--- config.mk ---
export PLATFORM = sky130hd
export DESIGN_NAME = stream_packet_arbiter_flat
export DESIGN_NICKNAME = d
export VERILOG_FILES = /design/src/rtl/stream_packet_arbiter_if.sv /design/src/rtl/stream_packet_arbiter.sv /design/src/flat_wrapper.sv
export SDC_FILE = /design/constraint.sdc
export NUM_CORES = 1
export LEC_CHECK = 0
export ABC_AREA = 0
export BUFFER_PORTS_ARGS = -buffer_cell sky130_fd_sc_hd__buf_2
export CAP_MARGIN = 20
export CORE_UTILIZATION = 40
export DETAILED_ROUTE_END_ITERATION = 8
export GPL_TIMING_DRIVEN = 0
export MAX_ROUTING_LAYER = met4
export PLACE_DENSITY = 0.77
export SLEW_MARGIN = 25
export SYNTH_ARGS = -nofsm -noshare
export SYNTH_HDL_FRONTEND = slang
export SYNTH_SLANG_ARGS = --single-unit
--- constraint.sdc ---
create_clock -name clock -period 5.47 [get_ports clock]
set_input_delay 0.2735 -clock clock [delete_from_list [all_inputs] [get_ports clock]]
set_output_delay 0.2735 -clock clock [all_outputs]
set_load 0.02 [all_outputs]
--- src/rtl/stream_packet_arbiter_if.sv ---
// Stream bundle for stream_packet_arbiter: N upstream AXI4-Stream ports and one
// downstream port carrying the source id of each beat.
interface stream_packet_arbiter_if #(
  parameter int NUM_PORTS = 4,
  parameter int DATA_BITS = 8
);
  localparam int ID_BITS = (NUM_PORTS > 1) ? $clog2(NUM_PORTS) : 1;

  logic [NUM_PORTS*DATA_BITS-1:0] saxis_tdata;
  logic [NUM_PORTS-1:0]           saxis_tvalid;
  logic [NUM_PORTS-1:0]           saxis_tlast;
  logic [NUM_PORTS-1:0]           saxis_tready;
  logic [DATA_BITS-1:0]           maxis_tdata;
  logic                           maxis_tlast;
  logic [ID_BITS-1:0]             maxis_tid;
  logic                           maxis_tvalid;
  logic                           maxis_tready;

  // Arbiter side
  modport slave (
    input  saxis_tdata, saxis_tvalid, saxis_tlast, maxis_tready,
    output saxis_tready, maxis_tdata, maxis_tlast, maxis_tid, maxis_tvalid
  );

  // Producer/consumer side
  modport master (
    output saxis_tdata, saxis_tvalid, saxis_tlast, maxis_tready,
    input  saxis_tready, maxis_tdata, maxis_tlast, maxis_tid, maxis_tvalid
  );
endinterface

--- src/rtl/stream_packet_arbiter.sv ---
// Round-robin, packet-aware N:1 AXI4-Stream arbiter with one registered
// output stage. A grant is held from the first beat of a packet to its tlast.
module stream_packet_arbiter #(
  parameter int NUM_PORTS = 4,
  parameter int DATA_BITS = 8
) (
  input logic                     clock,
  input logic                     reset,
  stream_packet_arbiter_if.slave  bus
);
  localparam int          ID_BITS = (NUM_PORTS > 1) ? $clog2(NUM_PORTS) : 1;
  localparam int unsigned NP_U    = NUM_PORTS;

  typedef enum logic {S_IDLE, S_LOCKED} state_t;

  state_t                 r_state;
  logic [ID_BITS-1:0]     r_grant;
  logic [ID_BITS-1:0]     r_rr_ptr;
  logic [DATA_BITS-1:0]   r_tdata;
  logic                   r_tlast;
  logic [ID_BITS-1:0]     r_tid;
  logic                   r_tvalid;

  logic                   w_out_free;
  logic                   w_found;
  logic [ID_BITS-1:0]     w_cand;
  logic [ID_BITS-1:0]     w_sel;
  logic [NUM_PORTS-1:0]   w_ready;
  logic                   w_hs;
  logic [DATA_BITS-1:0]   w_sel_data;
  logic                   w_sel_last;

  function automatic logic [ID_BITS-1:0] next_port(input logic [ID_BITS-1:0] p);
    return ((32'(p) + 32'd1) >= NP_U) ? '0 : p + ID_BITS'(1);
  endfunction

  assign w_out_free = !r_tvalid || bus.maxis_tready;
  assign w_sel      = (r_state == S_LOCKED) ? r_grant : w_cand;
  assign w_hs       = |(w_ready & bus.saxis_tvalid);

  // Candidate: first valid port scanning from rr_ptr with an explicit modulo wrap
  always_comb begin
    int unsigned        idx;
    logic [ID_BITS-1:0] idx_id;
    w_found = 1'b0;
    w_cand  = '0;
    for (int unsigned i = 0; i < NP_U; i++) begin
      idx = 32'(r_rr_ptr) + i;
      if (idx >= NP_U) idx = idx - NP_U;
      idx_id = ID_BITS'(idx);
      if (!w_found && bus.saxis_tvalid[idx_id]) begin
        w_found = 1'b1;
        w_cand  = idx_id;
      end
    end
  end

  // Ready goes only to the locked port or the candidate, never during reset
  always_comb begin
    w_ready = '0;
    if (!reset) begin
      if (r_state == S_LOCKED) w_ready[r_grant] = w_out_free;
      else if (w_found)        w_ready[w_cand]  = w_out_free;
    end
  end

  // Beat mux for the selected port
  always_comb begin
    w_sel_data = '0;
    w_sel_last = 1'b0;
    for (int unsigned p = 0; p < NP_U; p++) begin
      if (ID_BITS'(p) == w_sel) begin
        w_sel_data = bus.saxis_tdata[p*DATA_BITS +: DATA_BITS];
        w_sel_last = bus.saxis_tlast[p];
      end
    end
  end

  // Arbitration FSM and output register; grant/pointer change only on handshakes
  always_ff @(posedge clock or posedge reset) begin
    if (reset) begin
      r_state  <= S_IDLE;
      r_grant  <= '0;
      r_rr_ptr <= '0;
      r_tvalid <= 1'b0;
      r_tdata  <= '0;
      r_tlast  <= 1'b0;
      r_tid    <= '0;
    end else begin
      if (w_hs) begin
        r_tdata  <= w_sel_data;
        r_tlast  <= w_sel_last;
        r_tid    <= w_sel;
        r_tvalid <= 1'b1;
        if (w_sel_last) begin
          r_state  <= S_IDLE;
          r_rr_ptr <= next_port(w_sel);
        end else begin
          r_state  <= S_LOCKED;
          r_grant  <= w_sel;
        end
      end else if (bus.maxis_tready) begin
        r_tvalid <= 1'b0;
      end
    end
  end

  assign bus.saxis_tready = w_ready;
  assign bus.maxis_tdata  = r_tdata;
  assign bus.maxis_tlast  = r_tlast;
  assign bus.maxis_tid    = r_tid;
  assign bus.maxis_tvalid = r_tvalid;
endmodule

--- src/flat_wrapper.sv ---
// flat-port wrapper written by rule: the top's interface ports become plain ports
module stream_packet_arbiter_flat 
#(
  parameter int NUM_PORTS = 4,
  parameter int DATA_BITS = 8
)
  (clock, reset, bus_saxis_tdata, bus_saxis_tvalid, bus_saxis_tlast, bus_maxis_tready, bus_saxis_tready, bus_maxis_tdata, bus_maxis_tlast, bus_maxis_tid, bus_maxis_tvalid);
  stream_packet_arbiter_if #(.NUM_PORTS(NUM_PORTS), .DATA_BITS(DATA_BITS)) bus_i ();
  input logic clock;
  input logic reset;
  input wire logic [$bits(bus_i.saxis_tdata)-1:0] bus_saxis_tdata;
  input wire logic [$bits(bus_i.saxis_tvalid)-1:0] bus_saxis_tvalid;
  input wire logic [$bits(bus_i.saxis_tlast)-1:0] bus_saxis_tlast;
  input wire logic [$bits(bus_i.maxis_tready)-1:0] bus_maxis_tready;
  output wire logic [$bits(bus_i.saxis_tready)-1:0] bus_saxis_tready;
  output wire logic [$bits(bus_i.maxis_tdata)-1:0] bus_maxis_tdata;
  output wire logic [$bits(bus_i.maxis_tlast)-1:0] bus_maxis_tlast;
  output wire logic [$bits(bus_i.maxis_tid)-1:0] bus_maxis_tid;
  output wire logic [$bits(bus_i.maxis_tvalid)-1:0] bus_maxis_tvalid;
  assign bus_i.saxis_tdata = bus_saxis_tdata;
  assign bus_i.saxis_tvalid = bus_saxis_tvalid;
  assign bus_i.saxis_tlast = bus_saxis_tlast;
  assign bus_i.maxis_tready = bus_maxis_tready;
  assign bus_saxis_tready = bus_i.saxis_tready;
  assign bus_maxis_tdata = bus_i.maxis_tdata;
  assign bus_maxis_tlast = bus_i.maxis_tlast;
  assign bus_maxis_tid = bus_i.maxis_tid;
  assign bus_maxis_tvalid = bus_i.maxis_tvalid;
  stream_packet_arbiter #(.NUM_PORTS(NUM_PORTS), .DATA_BITS(DATA_BITS)) u_core (.clock(clock), .reset(reset), .bus(bus_i));
endmodule
==> flow_metrics.py <==
metrics = {
    "global_route": {
        "groute.usage.overall_pct": 19.7,
        "grt_max_degree": 18,
        "antenna_found_initial": 0,
        "grt_pass1_wl_um": 5490,
        "grt_overflow": 0,
        "grt_pass1_vias": 1319,
    },
    "job": {
        "cap_viol_max_count": 0,
    },
    "synth": {
        "ys_warn_count": 0,
        "synth_top_area_share_pct": 29.9,
        "syn_area_mm2": 0.00142,
        "avgSynthCellArea_um2": 8.83,
        "synth_edf_count": 0,
        "yosys_most_used_dff": "dfrtp_1",
        "syn_inst": 161,
        "synth_top_area_cell": "dfrtp_1",
        "ys_seq_elements": 17,
        "ys_top_cells_by_count": "dfrtp_1 (17), a21oi_1 (16), nand2_1 (16)",
        "synth_seq_area_share_pct": 29.9,
        "synthArstFlopShare_pct": 100,
        "syn_nets": 208,
        "synth_area_leaders": "dfrtp_1 (30%), mux2_2 (6.3%), a21oi_1 (5.6%), a22oi_1 (4.2%), nand2_1 (4.2%)",
        "ys_types": 51,
        "yosysMostFrequentCell": "dfrtp_1",
    },
    "placed_design": {
        "hpwl_um": 2690,
        "place_congestion": 0.901,
        "dpl_cell_area_mm2": 0.00176,
        "place_worst_setup_slack_ns": 2.18,
        "numPortBuffers": 57,
    },
    "cells_and_area": {
        "fill_cells": 349,
        "drive_gt1_share_pct": 40.1,
        "seqCellArea_um2": 425,
        "multiInputGateArea_um2": 921,
        "nets": 270,
        "fin_area_mm2": 0.00179,
        "utilization_pct": 53.2,
        "diodes": 0,
        "area_growth_pct": 26.0,
    },
    "setup_path": {
        "setup.worst_path.class": "flip-flop to flip-flop",
        "worstSetupStartpoint": "u_core.r_rr_ptr[0]",
        "endpoint_kind": "flip-flop",
        "r2r-start": "u_core.r_rr_ptr[0]",
        "start_kind": "flip-flop",
        "cp.arrival_ns": 3.47,
        "cp_max_fo": 9,
        "required_ns": 5.65,
    },
    "drt": {
        "drcViolationCount": 0,
        "highest_layer": "met3",
        "drtIter0Drc": 77,
        "wl_met2_um": 1690,
        "drtAntennaViolNets": 0,
        "dr_total_vias": 1439,
        "detailroute.wirelength.met3_um": 219,
        "met1Wirelength_um": 1580,
        "routed_wl_um": 3480,
        "drtPass1Iterations": 4,
        "vias_per_cell": 5.37,
        "post_drt_wl_per_cell_um": 13.0,
    },
    "clock_network": {
        "cts_tree": "built",
        "cts_buffers": 3,
        "path_clk_slew_ns": 0.10,
        "cts_buffer_depth": 2,
        "cts_root_buf": "clkbuf_4",
        "cts-resized-gates": 0,
        "hold_buffers": 0,
        "clk_latency_ns": 0.29,
        "htree_num_levels": 1,
        "post_cts_buffers": 0,
        "cts.sinks": 17,
    },
    "floorplan": {
        "start_util_pct": 42.3,
        "io_pins": 59,
        "die_width_um": 61.6,
        "die_h_um": 61.6,
        "core_area_mm2": 0.00336,
        "design.die.area_mm2": 0.00380,
        "rows": 21,
    },
    "timing": {
        "rsz0062_at_grt": "false",
        "worst_pin_slew_ns": 0.639,
        "fin_setup_tns_ns": 0,
        "max_freq_mhz": 303,
        "finalHoldViolCount": 0,
        "drv_slew": 0,
        "period_needed_ns": 3.30,
        "max-slew-margin-rel_pct": 57.4,
        "setup_viol": 0,
        "fin_ws_ns": 2.17,
        "skew_ns": 0.00438,
        "min_period_over_period_pct": 60.3,
    },
    "outcome": {
        "outcome": "complete, no violations",
    },
    "pwr": {
        "ir_drop_mv": 0.268,
        "totalPowerFinal_uw": 1030,
        "cellPowerDensity_mw_per_mm2": 574,
        "power.leakage_uw": 0.000884,
    },
    "hold_path": {
        "min_path_type": "input pin to asynchronous set/reset pin",
    },
}
==> per-layer routing <==
| layer | global-route usage (%) | vias to the layer above |
|---|---|---|
| met5 | - | - |
| met1 | 24.1 | 672 |
| li1 | - | 708 |
| met2 | 34.6 | 59 |
| met3 | 3.99 | 0 |
| met4 | 1.90 | 0 |
==> cells in the final DEF (no fill, tap or decap), types with 3 or more instances in the layout <==
cell type and n:
o21a_1 4, a21oi_1 16, dfrtp_1 17, mux2_2 8, a22oi_1 8, nor3_1 3, and2b_2 3, buf_2 57
inv_1 7, nand3b_1 3, clkbuf_1 6, nor2_1 14, ha_1 4, o21ai_0 9, nand2_1 16, clkbuf_4 3
==> path summary, 6_finish.rpt <==
path	end	slack (ns)	cells past startpoint
worst max-delay path	u_core.r_rr_ptr[1]	2.17	14
worst min-delay path	u_core.bus.maxis_tdata[6]	0.11	2
worst max register to register	u_core.r_rr_ptr[1]	2.17	14
worst min register to register	u_core.bus.maxis_tdata[0]	0.51	1
max in group asynchronous	u_core.bus.maxis_tid[1]	4.94	2
min in group clock	u_core.r_rr_ptr[0]	0.29	3
==> stage by stage <==
stage	cells	hold slack (ns)
finish	268	0.113
global route	268	0.173
CTS	268	0.126
detailed placement	264	0.453
global placement	264	0.445
floorplan	161	0.200
==> kinds of logic (layout without fill, tap and decap cells) <==
logic type                 Yosys count  in the layout  share of synthesized area [%]
AOI/OAI and AO/OA                   56             56                           29.8
adders and majority gates            4              4                           3.52
muxes                               12             12                           9.33
DFF                                 17             17                           29.9
buffers and inverters               16             77                           5.28
and+or+nand+nor                     56             56                           22.1
==> where the power goes <==
group | switching (µW) | total (µW) | internal (µW)
Sequential | 43.7 | 229 | 186
Combinational | 419 | 730 | 312
Clock | 39.6 | 67.9 | 28.4
Total | 502 | 1030 | 526
==> sequential cells by signal, summed over array words and instances (netlist names) <==
| signal | cells |
|---|---|
| u_core.bus.maxis_tlast | 1 |
| u_core.bus.maxis_tdata | 8 |
| u_core.r_rr_ptr | 2 |
| u_core.bus.maxis_tid | 2 |
| u_core.bus.maxis_tvalid | 1 |
| u_core.r_state | 1 |
| u_core.r_grant | 2 |
==> critical path: stages (launching register included) <==
cell,delay [ns]
dfrtp_1,0.48
and2b_2,0.26
a311o_1,0.33
nand2_1,0.09
nor2_1,0.06
a21oi_1,0.26
inv_1,0.14
ha_1,0.19
clkbuf_1,0.19
a21oi_1,0.16
a22o_1,0.18
nor2_1,0.05
a21oi_1,0.27
o21bai_1,0.17
mux2_1,0.34
==> layout make-up <==
cell class / count / share of cell area, %
inverter: 7 / 1.47
clock buffer: 4 / 1.47
buffer: 9 / 2.73
sequential: 17 / 23.8
timing repair buffer: 57 / 15.9
tap: 46 / 3.21
multi-input combinational: 128 / 51.4
Power figures use the tool's default switching activity.
